==> src/rtl/pipe_pkg.sv <==
// rtl/pipe_pkg.sv - shared constants and types for the pipeline hazard controller
package pipe_pkg;

    localparam logic [1:0] MTR_ALU = 2'b00;
    localparam logic [1:0] MTR_MEM = 2'b01;
    localparam logic [1:0] MTR_PC  = 2'b10;

    localparam int DEF_MUL_CYCLES = 4;
    localparam int DEF_DIV_CYCLES = 33;

    typedef enum logic {
        MD_IDLE = 1'b0,
        MD_BUSY = 1'b1
    } md_state_e;

    typedef enum logic [2:0] {
        PRI_NONE  = 3'd0,
        PRI_MEM   = 3'd1,
        PRI_HAZ   = 3'd2,
        PRI_FLUSH = 3'd3,
        PRI_RESET = 3'd4
    } pri_e;

endpackage

==> src/rtl/pipe_hazard_ctrl_if.sv <==
// rtl/pipe_hazard_ctrl_if.sv - pipeline-side hazard inputs and stall/flush controls
interface pipe_hazard_ctrl_if;

    logic [4:0] id_rs_i;
    logic [4:0] id_rt_i;
    logic       id_rs_used_i;
    logic       id_rt_used_i;
    logic       id_hilo_rd_i;
    logic       id_md_op_i;
    logic       id_br_taken_i;
    logic [1:0] idex_MemtoReg_i;
    logic       idex_RegWr_i;
    logic [4:0] idex_RegDstAddr_i;
    logic       ex_md_start_i;
    logic       ex_md_is_div_i;
    logic       mem_stall_i;

    logic       pc_wr_en_o;
    logic       ifid_en_o;
    logic       ifid_flush_o;
    logic       idex_en_o;
    logic       idex_bubble_o;
    logic       exmem_en_o;
    logic       memwb_bubble_o;
    logic       md_busy_o;
    logic       md_done_o;

    modport master (
        output id_rs_i, id_rt_i, id_rs_used_i, id_rt_used_i, id_hilo_rd_i,
               id_md_op_i, id_br_taken_i, idex_MemtoReg_i, idex_RegWr_i,
               idex_RegDstAddr_i, ex_md_start_i, ex_md_is_div_i, mem_stall_i,
        input  pc_wr_en_o, ifid_en_o, ifid_flush_o, idex_en_o, idex_bubble_o,
               exmem_en_o, memwb_bubble_o, md_busy_o, md_done_o
    );

    modport slave (
        input  id_rs_i, id_rt_i, id_rs_used_i, id_rt_used_i, id_hilo_rd_i,
               id_md_op_i, id_br_taken_i, idex_MemtoReg_i, idex_RegWr_i,
               idex_RegDstAddr_i, ex_md_start_i, ex_md_is_div_i, mem_stall_i,
        output pc_wr_en_o, ifid_en_o, ifid_flush_o, idex_en_o, idex_bubble_o,
               exmem_en_o, memwb_bubble_o, md_busy_o, md_done_o
    );

endinterface

==> src/rtl/md_busy_cnt.sv <==
// rtl/md_busy_cnt.sv - mult/div occupancy FSM and countdown of HI/LO latency
module md_busy_cnt
    import pipe_pkg::*;
#(
    parameter int MUL_CYCLES = DEF_MUL_CYCLES,
    parameter int DIV_CYCLES = DEF_DIV_CYCLES,
    parameter int CNT_W      = 6
) (
    input  logic clk,
    input  logic reset,
    input  logic md_start,
    input  logic md_is_div,
    input  logic mem_stall,
    output logic md_busy,
    output logic md_done
);

    if (CNT_W < $clog2(DIV_CYCLES + 1) || MUL_CYCLES < 1) begin : g_bad_cfg
        $error("md_busy_cnt: CNT_W too narrow or latency out of range");
    end

    md_state_e        state_q, state_d;
    logic [CNT_W-1:0] cnt_q, cnt_d;

    always_ff @(posedge clk or negedge reset) begin
        if (!reset) begin
            state_q <= MD_IDLE;
            cnt_q   <= '0;
        end else begin
            state_q <= state_d;
            cnt_q   <= cnt_d;
        end
    end

    // The countdown keeps running under a memory wait; only the launch is gated.
    always_comb begin
        state_d = state_q;
        cnt_d   = cnt_q;
        case (state_q)
            MD_IDLE: begin
                if (md_start && !mem_stall) begin
                    state_d = MD_BUSY;
                    cnt_d   = md_is_div ? CNT_W'(DIV_CYCLES - 1) : CNT_W'(MUL_CYCLES - 1);
                end
            end
            MD_BUSY: begin
                if (cnt_q == '0) begin
                    state_d = MD_IDLE;
                end else begin
                    cnt_d = cnt_q - CNT_W'(1);
                end
            end
            default: begin
                state_d = MD_IDLE;
                cnt_d   = '0;
            end
        endcase
    end

    assign md_busy = (state_q == MD_BUSY);
    assign md_done = (state_q == MD_BUSY) && (cnt_q == '0);

endmodule

==> src/rtl/pipe_hazard_ctrl.sv <==
// rtl/pipe_hazard_ctrl.sv - stall/flush sequencer; PIPE_HAZARD_PERF_EN adds perf counters
module pipe_hazard_ctrl
    import pipe_pkg::*;
#(
    parameter int MUL_CYCLES = DEF_MUL_CYCLES,
    parameter int DIV_CYCLES = DEF_DIV_CYCLES,
    parameter int CNT_W      = 6,
    parameter int PERF_W     = 32
) (
    input  logic               clk,
    input  logic               reset,
    pipe_hazard_ctrl_if.slave  hz
`ifdef PIPE_HAZARD_PERF_EN
    ,
    output logic [PERF_W-1:0]  perf_mem_stall_o,
    output logic [PERF_W-1:0]  perf_hazard_stall_o,
    output logic [PERF_W-1:0]  perf_flush_o
`endif
);

    if (PERF_W < 1) begin : g_bad_perf
        $error("pipe_hazard_ctrl: PERF_W must be positive");
    end

    logic md_busy;
    logic md_done;
    logic load_use;
    logic md_hold;
    pri_e pri;

    md_busy_cnt #(
        .MUL_CYCLES (MUL_CYCLES),
        .DIV_CYCLES (DIV_CYCLES),
        .CNT_W      (CNT_W)
    ) u_md_busy_cnt (
        .clk       (clk),
        .reset     (reset),
        .md_start  (hz.ex_md_start_i),
        .md_is_div (hz.ex_md_is_div_i),
        .mem_stall (hz.mem_stall_i),
        .md_busy   (md_busy),
        .md_done   (md_done)
    );

    assign load_use = (hz.idex_MemtoReg_i == MTR_MEM) && hz.idex_RegWr_i &&
                      (hz.idex_RegDstAddr_i != 5'd0) &&
                      ((hz.id_rs_used_i && (hz.id_rs_i == hz.idex_RegDstAddr_i)) ||
                       (hz.id_rt_used_i && (hz.id_rt_i == hz.idex_RegDstAddr_i)));

    assign md_hold = md_busy && (hz.id_hilo_rd_i || hz.id_md_op_i);

    // A taken branch only wins when nothing is stalling, so it is replayed after release.
    always_comb begin
        pri = PRI_NONE;
        if (!reset) begin
            pri = PRI_RESET;
        end else if (hz.mem_stall_i) begin
            pri = PRI_MEM;
        end else if (load_use || md_hold) begin
            pri = PRI_HAZ;
        end else if (hz.id_br_taken_i) begin
            pri = PRI_FLUSH;
        end
    end

    always_comb begin
        hz.pc_wr_en_o     = 1'b1;
        hz.ifid_en_o      = 1'b1;
        hz.ifid_flush_o   = 1'b0;
        hz.idex_en_o      = 1'b1;
        hz.idex_bubble_o  = 1'b0;
        hz.exmem_en_o     = 1'b1;
        hz.memwb_bubble_o = 1'b0;
        case (pri)
            PRI_RESET: begin
                hz.pc_wr_en_o     = 1'b0;
                hz.ifid_en_o      = 1'b0;
                hz.ifid_flush_o   = 1'b1;
                hz.idex_en_o      = 1'b0;
                hz.idex_bubble_o  = 1'b1;
                hz.exmem_en_o     = 1'b0;
                hz.memwb_bubble_o = 1'b1;
            end
            PRI_MEM: begin
                hz.pc_wr_en_o     = 1'b0;
                hz.ifid_en_o      = 1'b0;
                hz.idex_en_o      = 1'b0;
                hz.exmem_en_o     = 1'b0;
                hz.memwb_bubble_o = 1'b1;
            end
            PRI_HAZ: begin
                hz.pc_wr_en_o     = 1'b0;
                hz.ifid_en_o      = 1'b0;
                hz.idex_bubble_o  = 1'b1;
            end
            PRI_FLUSH: begin
                hz.ifid_flush_o   = 1'b1;
            end
            default: begin
            end
        endcase
    end

    assign hz.md_busy_o = md_busy;
    assign hz.md_done_o = md_done;

`ifdef PIPE_HAZARD_PERF_EN
    logic [PERF_W-1:0] perf_mem_q, perf_mem_d;
    logic [PERF_W-1:0] perf_haz_q, perf_haz_d;
    logic [PERF_W-1:0] perf_flush_q, perf_flush_d;

    always_ff @(posedge clk or negedge reset) begin
        if (!reset) begin
            perf_mem_q   <= '0;
            perf_haz_q   <= '0;
            perf_flush_q <= '0;
        end else begin
            perf_mem_q   <= perf_mem_d;
            perf_haz_q   <= perf_haz_d;
            perf_flush_q <= perf_flush_d;
        end
    end

    // Counters stick at all-ones rather than wrapping.
    always_comb begin
        perf_mem_d   = perf_mem_q;
        perf_haz_d   = perf_haz_q;
        perf_flush_d = perf_flush_q;
        if (pri == PRI_MEM && perf_mem_q != '1) begin
            perf_mem_d = perf_mem_q + PERF_W'(1);
        end
        if (pri == PRI_HAZ && perf_haz_q != '1) begin
            perf_haz_d = perf_haz_q + PERF_W'(1);
        end
        if (pri == PRI_FLUSH && perf_flush_q != '1) begin
            perf_flush_d = perf_flush_q + PERF_W'(1);
        end
    end

    assign perf_mem_stall_o    = perf_mem_q;
    assign perf_hazard_stall_o = perf_haz_q;
    assign perf_flush_o        = perf_flush_q;
`endif

endmodule

==> src/flat_wrapper.sv <==
// flat-port wrapper written by rule: the top's interface ports become plain ports
module pipe_hazard_ctrl_flat import pipe_pkg::*;
#(
    parameter int MUL_CYCLES = DEF_MUL_CYCLES,
    parameter int DIV_CYCLES = DEF_DIV_CYCLES,
    parameter int CNT_W      = 6,
    parameter int PERF_W     = 32
)
  (clk, reset, hz_id_rs_i, hz_id_rt_i, hz_id_rs_used_i, hz_id_rt_used_i, hz_id_hilo_rd_i, hz_id_md_op_i, hz_id_br_taken_i, hz_idex_MemtoReg_i, hz_idex_RegWr_i, hz_idex_RegDstAddr_i, hz_ex_md_start_i, hz_ex_md_is_div_i, hz_mem_stall_i, hz_pc_wr_en_o, hz_ifid_en_o, hz_ifid_flush_o, hz_idex_en_o, hz_idex_bubble_o, hz_exmem_en_o, hz_memwb_bubble_o, hz_md_busy_o, hz_md_done_o);
  pipe_hazard_ctrl_if hz_i ();
  input  logic clk;
  input  logic reset;
  input wire logic [$bits(hz_i.id_rs_i)-1:0] hz_id_rs_i;
  input wire logic [$bits(hz_i.id_rt_i)-1:0] hz_id_rt_i;
  input wire logic [$bits(hz_i.id_rs_used_i)-1:0] hz_id_rs_used_i;
  input wire logic [$bits(hz_i.id_rt_used_i)-1:0] hz_id_rt_used_i;
  input wire logic [$bits(hz_i.id_hilo_rd_i)-1:0] hz_id_hilo_rd_i;
  input wire logic [$bits(hz_i.id_md_op_i)-1:0] hz_id_md_op_i;
  input wire logic [$bits(hz_i.id_br_taken_i)-1:0] hz_id_br_taken_i;
  input wire logic [$bits(hz_i.idex_MemtoReg_i)-1:0] hz_idex_MemtoReg_i;
  input wire logic [$bits(hz_i.idex_RegWr_i)-1:0] hz_idex_RegWr_i;
  input wire logic [$bits(hz_i.idex_RegDstAddr_i)-1:0] hz_idex_RegDstAddr_i;
  input wire logic [$bits(hz_i.ex_md_start_i)-1:0] hz_ex_md_start_i;
  input wire logic [$bits(hz_i.ex_md_is_div_i)-1:0] hz_ex_md_is_div_i;
  input wire logic [$bits(hz_i.mem_stall_i)-1:0] hz_mem_stall_i;
  output wire logic [$bits(hz_i.pc_wr_en_o)-1:0] hz_pc_wr_en_o;
  output wire logic [$bits(hz_i.ifid_en_o)-1:0] hz_ifid_en_o;
  output wire logic [$bits(hz_i.ifid_flush_o)-1:0] hz_ifid_flush_o;
  output wire logic [$bits(hz_i.idex_en_o)-1:0] hz_idex_en_o;
  output wire logic [$bits(hz_i.idex_bubble_o)-1:0] hz_idex_bubble_o;
  output wire logic [$bits(hz_i.exmem_en_o)-1:0] hz_exmem_en_o;
  output wire logic [$bits(hz_i.memwb_bubble_o)-1:0] hz_memwb_bubble_o;
  output wire logic [$bits(hz_i.md_busy_o)-1:0] hz_md_busy_o;
  output wire logic [$bits(hz_i.md_done_o)-1:0] hz_md_done_o;
  assign hz_i.id_rs_i = hz_id_rs_i;
  assign hz_i.id_rt_i = hz_id_rt_i;
  assign hz_i.id_rs_used_i = hz_id_rs_used_i;
  assign hz_i.id_rt_used_i = hz_id_rt_used_i;
  assign hz_i.id_hilo_rd_i = hz_id_hilo_rd_i;
  assign hz_i.id_md_op_i = hz_id_md_op_i;
  assign hz_i.id_br_taken_i = hz_id_br_taken_i;
  assign hz_i.idex_MemtoReg_i = hz_idex_MemtoReg_i;
  assign hz_i.idex_RegWr_i = hz_idex_RegWr_i;
  assign hz_i.idex_RegDstAddr_i = hz_idex_RegDstAddr_i;
  assign hz_i.ex_md_start_i = hz_ex_md_start_i;
  assign hz_i.ex_md_is_div_i = hz_ex_md_is_div_i;
  assign hz_i.mem_stall_i = hz_mem_stall_i;
  assign hz_pc_wr_en_o = hz_i.pc_wr_en_o;
  assign hz_ifid_en_o = hz_i.ifid_en_o;
  assign hz_ifid_flush_o = hz_i.ifid_flush_o;
  assign hz_idex_en_o = hz_i.idex_en_o;
  assign hz_idex_bubble_o = hz_i.idex_bubble_o;
  assign hz_exmem_en_o = hz_i.exmem_en_o;
  assign hz_memwb_bubble_o = hz_i.memwb_bubble_o;
  assign hz_md_busy_o = hz_i.md_busy_o;
  assign hz_md_done_o = hz_i.md_done_o;
  pipe_hazard_ctrl #(.MUL_CYCLES(MUL_CYCLES), .DIV_CYCLES(DIV_CYCLES), .CNT_W(CNT_W), .PERF_W(PERF_W)) u_core (.clk(clk), .reset(reset), .hz(hz_i));
endmodule
==> config.mk <==
export PLATFORM = sky130hd
export DESIGN_NAME = pipe_hazard_ctrl_flat
export DESIGN_NICKNAME = d
export VERILOG_FILES = /design/src/rtl/pipe_pkg.sv /design/src/rtl/pipe_hazard_ctrl_if.sv /design/src/rtl/md_busy_cnt.sv /design/src/rtl/pipe_hazard_ctrl.sv /design/src/flat_wrapper.sv
export SDC_FILE = /design/constraint.sdc
export NUM_CORES = 1
export LEC_CHECK = 0
export BUFFER_PORTS_ARGS = -buffer_cell sky130_fd_sc_hd__buf_2
export CORE_MARGIN = 3
export CORE_UTILIZATION = 30
export DETAILED_ROUTE_END_ITERATION = 7
export GPL_TIMING_DRIVEN = 0
export HOLD_SLACK_MARGIN = 0.12
export PLACE_DENSITY = 0.67
export SLEW_MARGIN = 0
export SYNTH_ARGS = -nofsm -noshare
export SYNTH_HDL_FRONTEND = slang
export SYNTH_HIERARCHICAL = 1
export SYNTH_SLANG_ARGS = --single-unit
==> constraint.sdc <==
create_clock -name clk -period 1.4 [get_ports clk]
set_input_delay 0.07 -clock clk [delete_from_list [all_inputs] [get_ports clk]]
set_output_delay 0.07 -clock clk [all_outputs]
set_load 0.01 [all_outputs]
==> results of run 1 <==
critical path, stage by stage, from the launching register on:
cell and delay (ns):
dfrtp_2 0.41, inv_2 0.08, ha_4 0.13, nor2b_4 0.15
and3_4 0.19, buf_6 0.09
cells in the final DEF, fill, tap and decap left out, types with 2 or more instances in the layout:
cell type	Yosys	routed
nor2_1	3	3
o2bb2ai_1	3	3
dlygate4sd3_1	0	2
clkbuf_4	0	3
buf_4	2	8
nand2_1	8	8
o21ai_0	3	2
buf_2	0	35
a211oi_1	2	2
inv_1	5	3
nand4_1	2	2
a31oi_1	4	4
a31o_1	2	2
xnor2_1	10	10
dfrtp_1	7	3
dfrtp_2	0	4
o21ai_1	2	2
nand2b_1	3	3
sequential cells by signal (all words and copies together) (netlist names):
register,flops
u_core/u_md_busy_cnt/cnt_q,6
u_core/u_md_busy_cnt/md_busy,1
cell type report:
| type | instances | share of cell area [%] |
|---|---|---|
| Multi-Input combinational cell | 64 | 48.6 |
| Timing Repair Buffer | 44 | 24.3 |
| Inverter | 5 | 2.05 |
| Clock buffer | 4 | 2.54 |
| Buffer | 3 | 1.93 |
| Sequential cell | 7 | 17.4 |
| Tap cell | 27 | 3.26 |
power by group through the flow:
stage / combinational (µW) / clock (µW) / sequential (µW)
2_1_floorplan: 549 / 0 / 423
3_3_place_gp: 713 / 0 / 450
3_5_place_dp: 729 / 0 / 456
4_1_cts: 884 / 196 / 460
5_1_grt: 1090 / 205 / 477
6_report: 998 / 187 / 466
path summary, 6_finish.rpt:
| check | startpoint | end | slack (ns) |
|---|---|---|---|
| worst min-delay path | hz_ex_md_start_i | u_core/u_md_busy_cnt/md_busy | 0.16 |
| worst min register to register | u_core/u_md_busy_cnt/cnt_q[2] | u_core/u_md_busy_cnt/cnt_q[2] | 0.60 |
| worst max-delay path | u_core/u_md_busy_cnt/cnt_q[1] | hz_md_done_o | 0.02 |
| max in group asynchronous | reset | u_core/u_md_busy_cnt/cnt_q[0] | 0.79 |
| worst max register to register | u_core/u_md_busy_cnt/cnt_q[2] | u_core/u_md_busy_cnt/cnt_q[1] | 0.06 |
| min in group asynchronous | reset | u_core/u_md_busy_cnt/cnt_q[4] | 0.33 |
metrics by stage:
step                TNS (ns)  utilization [%]  worst slack, ns  instances
floorplan                  0                -            0.123         79
global placement           0             43.6           0.0130        142
detailed placement   -0.0238             43.6          -0.0229        142
CTS                        0             48.5         0.000798        150
global route         -0.0207             50.7          -0.0207        154
finish                     0             50.7           0.0203        154
kinds of logic (layout without fill, tap and decap cells):
group / count (synthesis) / count (layout) / share of synthesized area (%)
XOR/XNOR: 10 / 10 / 12.9
adder cells (fa/ha/maj): 2 / 2 / 3.70
AND/OR/NAND/NOR: 27 / 27 / 22.6
multiplexers: 1 / 1 / 1.48
buffers and inverters: 8 / 56 / 5.54
AO/OA/AOI/OAI: 24 / 24 / 27.9
flip-flops: 7 / 7 / 25.9
per-layer routing:
metal	track usage (%)	share of wire (%)
met2	25.5	45
met3	2.54	14
met1	16.9	40
met4	7.66	0.60
met5	0	0
repair_timing:
action | 4_1_cts | 5_1_grt
gates resized for setup | 14 | 4
hold buffers | 2 | 0
pin swaps | 0 | 1
setup buffers | 2 | 4
gates cloned | 0 | 0
hold endpoints to repair | 8 | 0
endpoints found under the setup margin | 6 | 3
==> results.ini, run 1 <==
[routing]
via_per_inst = 5.06
drcViolationCount = 0
dr.pass1.iters = 4
initialDrtViolationCount = 9
ant_nets = 0
wl_per_cell_um = 13.0
vias = 779
wl_mm = 2.01

[sta]
setup-violations-final = 0
drv_slew = 0
worstMarginPinSlew_ns = 0.403
finClkSkew_ns = 0.00113
period_minus_slack_ns = 1.38
timing.hold.ws_ns = 0.159
slew_headroom_pct = 73.1
final-hold-violation-count = 0
fmax_ghz = 0.725
min_period_over_period_pct = 98.5
rsz0062_at_grt = yes

[layout]
drive_above_1_share_pct = 51.2
fin_area_um2 = 1040
ff_latch_area_um2 = 180
area_growth_syn_to_layout_pct = 53.0
n_fill_cell = 212
multi_input_area_um2 = 503
diodes = 0
fin_nets = 158

[clock_tree]
cts_buffer_depth = 2
cts.sinks = 7
h-tree-depth = 1
worstSkewPairLatency_ns = 0.25
numCtsBuffers = 3
cts_root_buf = clkbuf_4
clk_pin_slew_worst_paths_ns = 0.05
tritoncts = done

[critical_path]
required_ns = 1.33
endpoint_kind = output port
path_class = register to output port
cp.arrival_ns = 1.31
path_max_fanout = 3
rr_worst_depth = 3
startpoint_type = register

[synth]
synth_area_um2 = 677
seq_area_frac_synth_pct = 25.9
synthTopCellsByArea = dfrtp_1, xnor2_1, nand2_1
synth_top_area_cell = dfrtp_1
yosysTopAreaCellShare_pct = 25.9
ys_types = 34
async_flop_share_pct = 100
synth_flop_cell = dfrtp_1
syn-num-nets = 109
synth_area_per_cell_um2 = 8.57
synth_commonest_cells = xnor2_1, nand2_1, dfrtp_1, inv_1, a31oi_1
yosysWarningCount = 6
yosysMostFrequentCell = xnor2_1
ys_seq_elements = 7
synth-edff-count = 0
syn_inst = 79

[pwr]
power.internal_uw = 942
pwr-share-seq_pct = 28.2
p_total_uw = 1650
p_comb_share_pct = 60.5
power.leakage_uw = 0.000461
vdd_drop_max_mv = 1.09
swShare_pct = 42.9
switching_power_uw = 709
powerDensity_nw_per_um2 = 1590
clkPwrFrac_pct = 11.3

[min_path]
hold_depth = 3
hold_path_class = primary input to register

[floorplanning]
rows = 16
fp.coreArea_um2 = 2040
boundaryPins = 37
dieArea_um2 = 2860
die-height_um = 53.5
die_w_um = 53.5
start_util_pct = 33.1

[placement]
dp_hpwl_mm = 1.50
numPortBuffers = 36
placed_cell_area_um2 = 891
gp_congestion = 0.829

[status]
status = complete, no violations

[global_route]
grt_first_pass_wirelength_mm = 3.02
antenna_found_initial = 0
grt_max_degree = 11
gr-total-overflow = 0
grt_usage_pct = 14.6
grt_pass1_vias = 709

[run]
max-cap-violations = 0

Power figures use the tool's default switching activity.
==> run 2, diff against run 1 <==
- CELL_PAD_IN_SITES_DETAIL_PLACEMENT: unset -> 1
- CELL_PAD_IN_SITES_GLOBAL_PLACEMENT: unset -> 1
- PLACE_DENSITY: 0.67 -> 0.86
==> run 2 against run 1 <==
  * The flow now finishes with violations (negative setup slack)
  * Clock skew is essentially flat
  * Combinational power grew 13%
  * Register-to-register slack got worse by 0.05 ns
  * Wire length is 34% higher
  * Hold slack improved by 0.026 ns
  * Critical endpoint unchanged
==> results.ini, run 2 (synthesis results as in run 1) <==
[routing]
ant_nets = 0
dr.pass1.iters = 4
vias = 824
drcViolationCount = 0
wl_per_cell_um = 17.1
wl_mm = 2.68
initialDrtViolationCount = 10
via_per_inst = 5.25

[floorplanning]
rows = 16
boundaryPins = 37
die_w_um = 53.5
die-height_um = 53.5
dieArea_um2 = 2860
start_util_pct = 33.1
fp.coreArea_um2 = 2040

[critical_path]
required_ns = 1.33
crit_path_max_incr_delay_ns = 0.42
reg2reg_from = u_core/u_md_busy_cnt/cnt_q[0]
crit_family = flip-flops
critPathBufInv = 2
startpoint_type = register
r2r-end = u_core/u_md_busy_cnt/cnt_q[5]
rr_worst_depth = 6
endpoint_kind = output port
path_max_fanout = 3
path_cells = inv_2, ha_4, nor2b_4, and3_4, buf_6
rrSetupSlack_ns = 0.01
path_class = register to output port
critical-path-slowest-cell = dfrtp_2
cp.arrival_ns = 1.34

[pwr]
p_total_uw = 1800
clkPwrFrac_pct = 11.0
swShare_pct = 44.6
p_comb_share_pct = 62.9
vdd_drop_max_mv = 0.817
pwr-share-seq_pct = 26.1
switching_power_uw = 804
powerDensity_nw_per_um2 = 1700
power.internal_uw = 999
power.leakage_uw = 0.000475

[placement]
numPortBuffers = 36
dp_hpwl_mm = 1.89
gp_congestion = 0.871
placed_cell_area_um2 = 891

[sta]
slew_headroom_pct = 72.3
worstMarginPinSlew_ns = 0.415
setup_ws_ns = -0.0132
min_period_over_period_pct = 101
setup-violations-final = 1
drv_slew = 0
rsz0062_at_grt = yes
period_minus_slack_ns = 1.41
tns_ns = -0.0132
fmax_ghz = 0.708
finClkSkew_ns = 0.00146
timing.hold.ws_ns = 0.185
final-hold-violation-count = 0

[clock_tree]
worstSkewPairLatency_ns = 0.27
numCtsBuffers = 3
cts_root_buf = clkbuf_4
h-tree-depth = 1
cts.sinks = 7
cts_buffer_depth = 2
clk_pin_slew_worst_paths_ns = 0.05
tritoncts = done

[min_path]
hold_depth = 3
min_from = hz_ex_md_start_i
hold_path_class = primary input to register
holdPathEnd = u_core/u_md_busy_cnt/md_busy

[global_route]
grt_first_pass_wirelength_mm = 3.82
antenna_found_initial = 0
gr-total-overflow = 0
grt_usage_pct = 18.8
grt_pass1_vias = 836
grt_max_degree = 11

[layout]
fin_area_um2 = 1060
drive_above_1_share_pct = 52.3
diodes = 0
mostFrequentLayoutCell = buf_2
mostFrequentLayoutCells = buf_2, buf_4, xnor2_1, nand2_1
largest_reg_flops = 6
top_register = u_core/u_md_busy_cnt/cnt_q
n_fill_cell = 258
area_growth_syn_to_layout_pct = 56.4
fin_nets = 161

[status]
violations = negative setup slack
status = finished, violations left

[run]
max-cap-violations = 0

## run 2: cell count changes in the layout (fill, tap and decap cells not counted), sizes merged
| cell | change |
|---|---|
| buf | +3 |
## run 2: cell type report
type	count	area, µm²	area share (%)
buffer	3	20.0	1.89
clock buffer	4	26.3	2.48
inverter	5	21.3	2.01
multi-input combinational	64	503	47.5
sequential	7	180	17.0
tap	27	33.8	3.19
timing repair buffer	47	274	25.9
## run 2: metal layers
metal | track usage [%] | part of all wire (%) | wire length, µm
met5 | 0 | 0 | 0
met2 | 38.2 | 52 | 1380
met1 | 17.2 | 35 | 952
met3 | 5.35 | 11 | 288
met4 | 6.38 | 2.1 | 57
## run 2: power by group through the flow
stage / clock network (µW) / logic [µW] / registers (µW)
2_1_floorplan: 0 / 549 / 423
3_3_place_gp: 0 / 714 / 451
3_5_place_dp: 0 / 758 / 463
4_1_cts: 193 / 920 / 469
5_1_grt: 217 / 1230 / 486
6_report: 198 / 1130 / 471
## run 2: repair_timing
action | in CTS | in global routing
endpoints found under the hold margin | 8 | 0
setup endpoints to repair | 7 | 5
pin swaps | 0 | 2
gates resized for setup | 14 | 4
hold buffers | 2 | 0
setup buffers | 2 | 7
## run 2: worst max path at each step
stage	from	endpoint	slack (ns)	cells after the start
final	u_core/u_md_busy_cnt/cnt_q[1]	hz_md_done_o	-0.01	5
after global routing	u_core/u_md_busy_cnt/cnt_q[1]	u_core/u_md_busy_cnt/cnt_q[5]	-0.1	6
after detailed placement	u_core/u_md_busy_cnt/cnt_q[0]	u_core/u_md_busy_cnt/cnt_q[1]	-0.05	5
after global placement	u_core/u_md_busy_cnt/cnt_q[0]	u_core/u_md_busy_cnt/cnt_q[0]	0.02	5
after CTS	u_core/u_md_busy_cnt/md_busy	hz_pc_wr_en_o	0.0001	5
after floorplan	u_core/u_md_busy_cnt/cnt_q[0]	u_core/u_md_busy_cnt/cnt_q[0]	0.12	5
## run 2: worst reg2reg max path: cells and delay by family (launching register included)
family / cells / cell delay (ns)
buf+inv: 2 / 0.18
fa+ha+maj: 1 / 0.15
flops: 1 / 0.40
compound gates: 1 / 0.20
simple gates: 2 / 0.36
## run 2: stage by stage
stage | util [%] | cells | setup slack, ns
after detailed placement | 43.6 | 142 | -0.0456
after floorplan | - | 79 | 0.123
after CTS | 48.5 | 150 | 0.000133
after global routing | 51.8 | 157 | -0.0978
after global placement | 43.6 | 142 | 0.0160
final | 51.8 | 157 | -0.0132
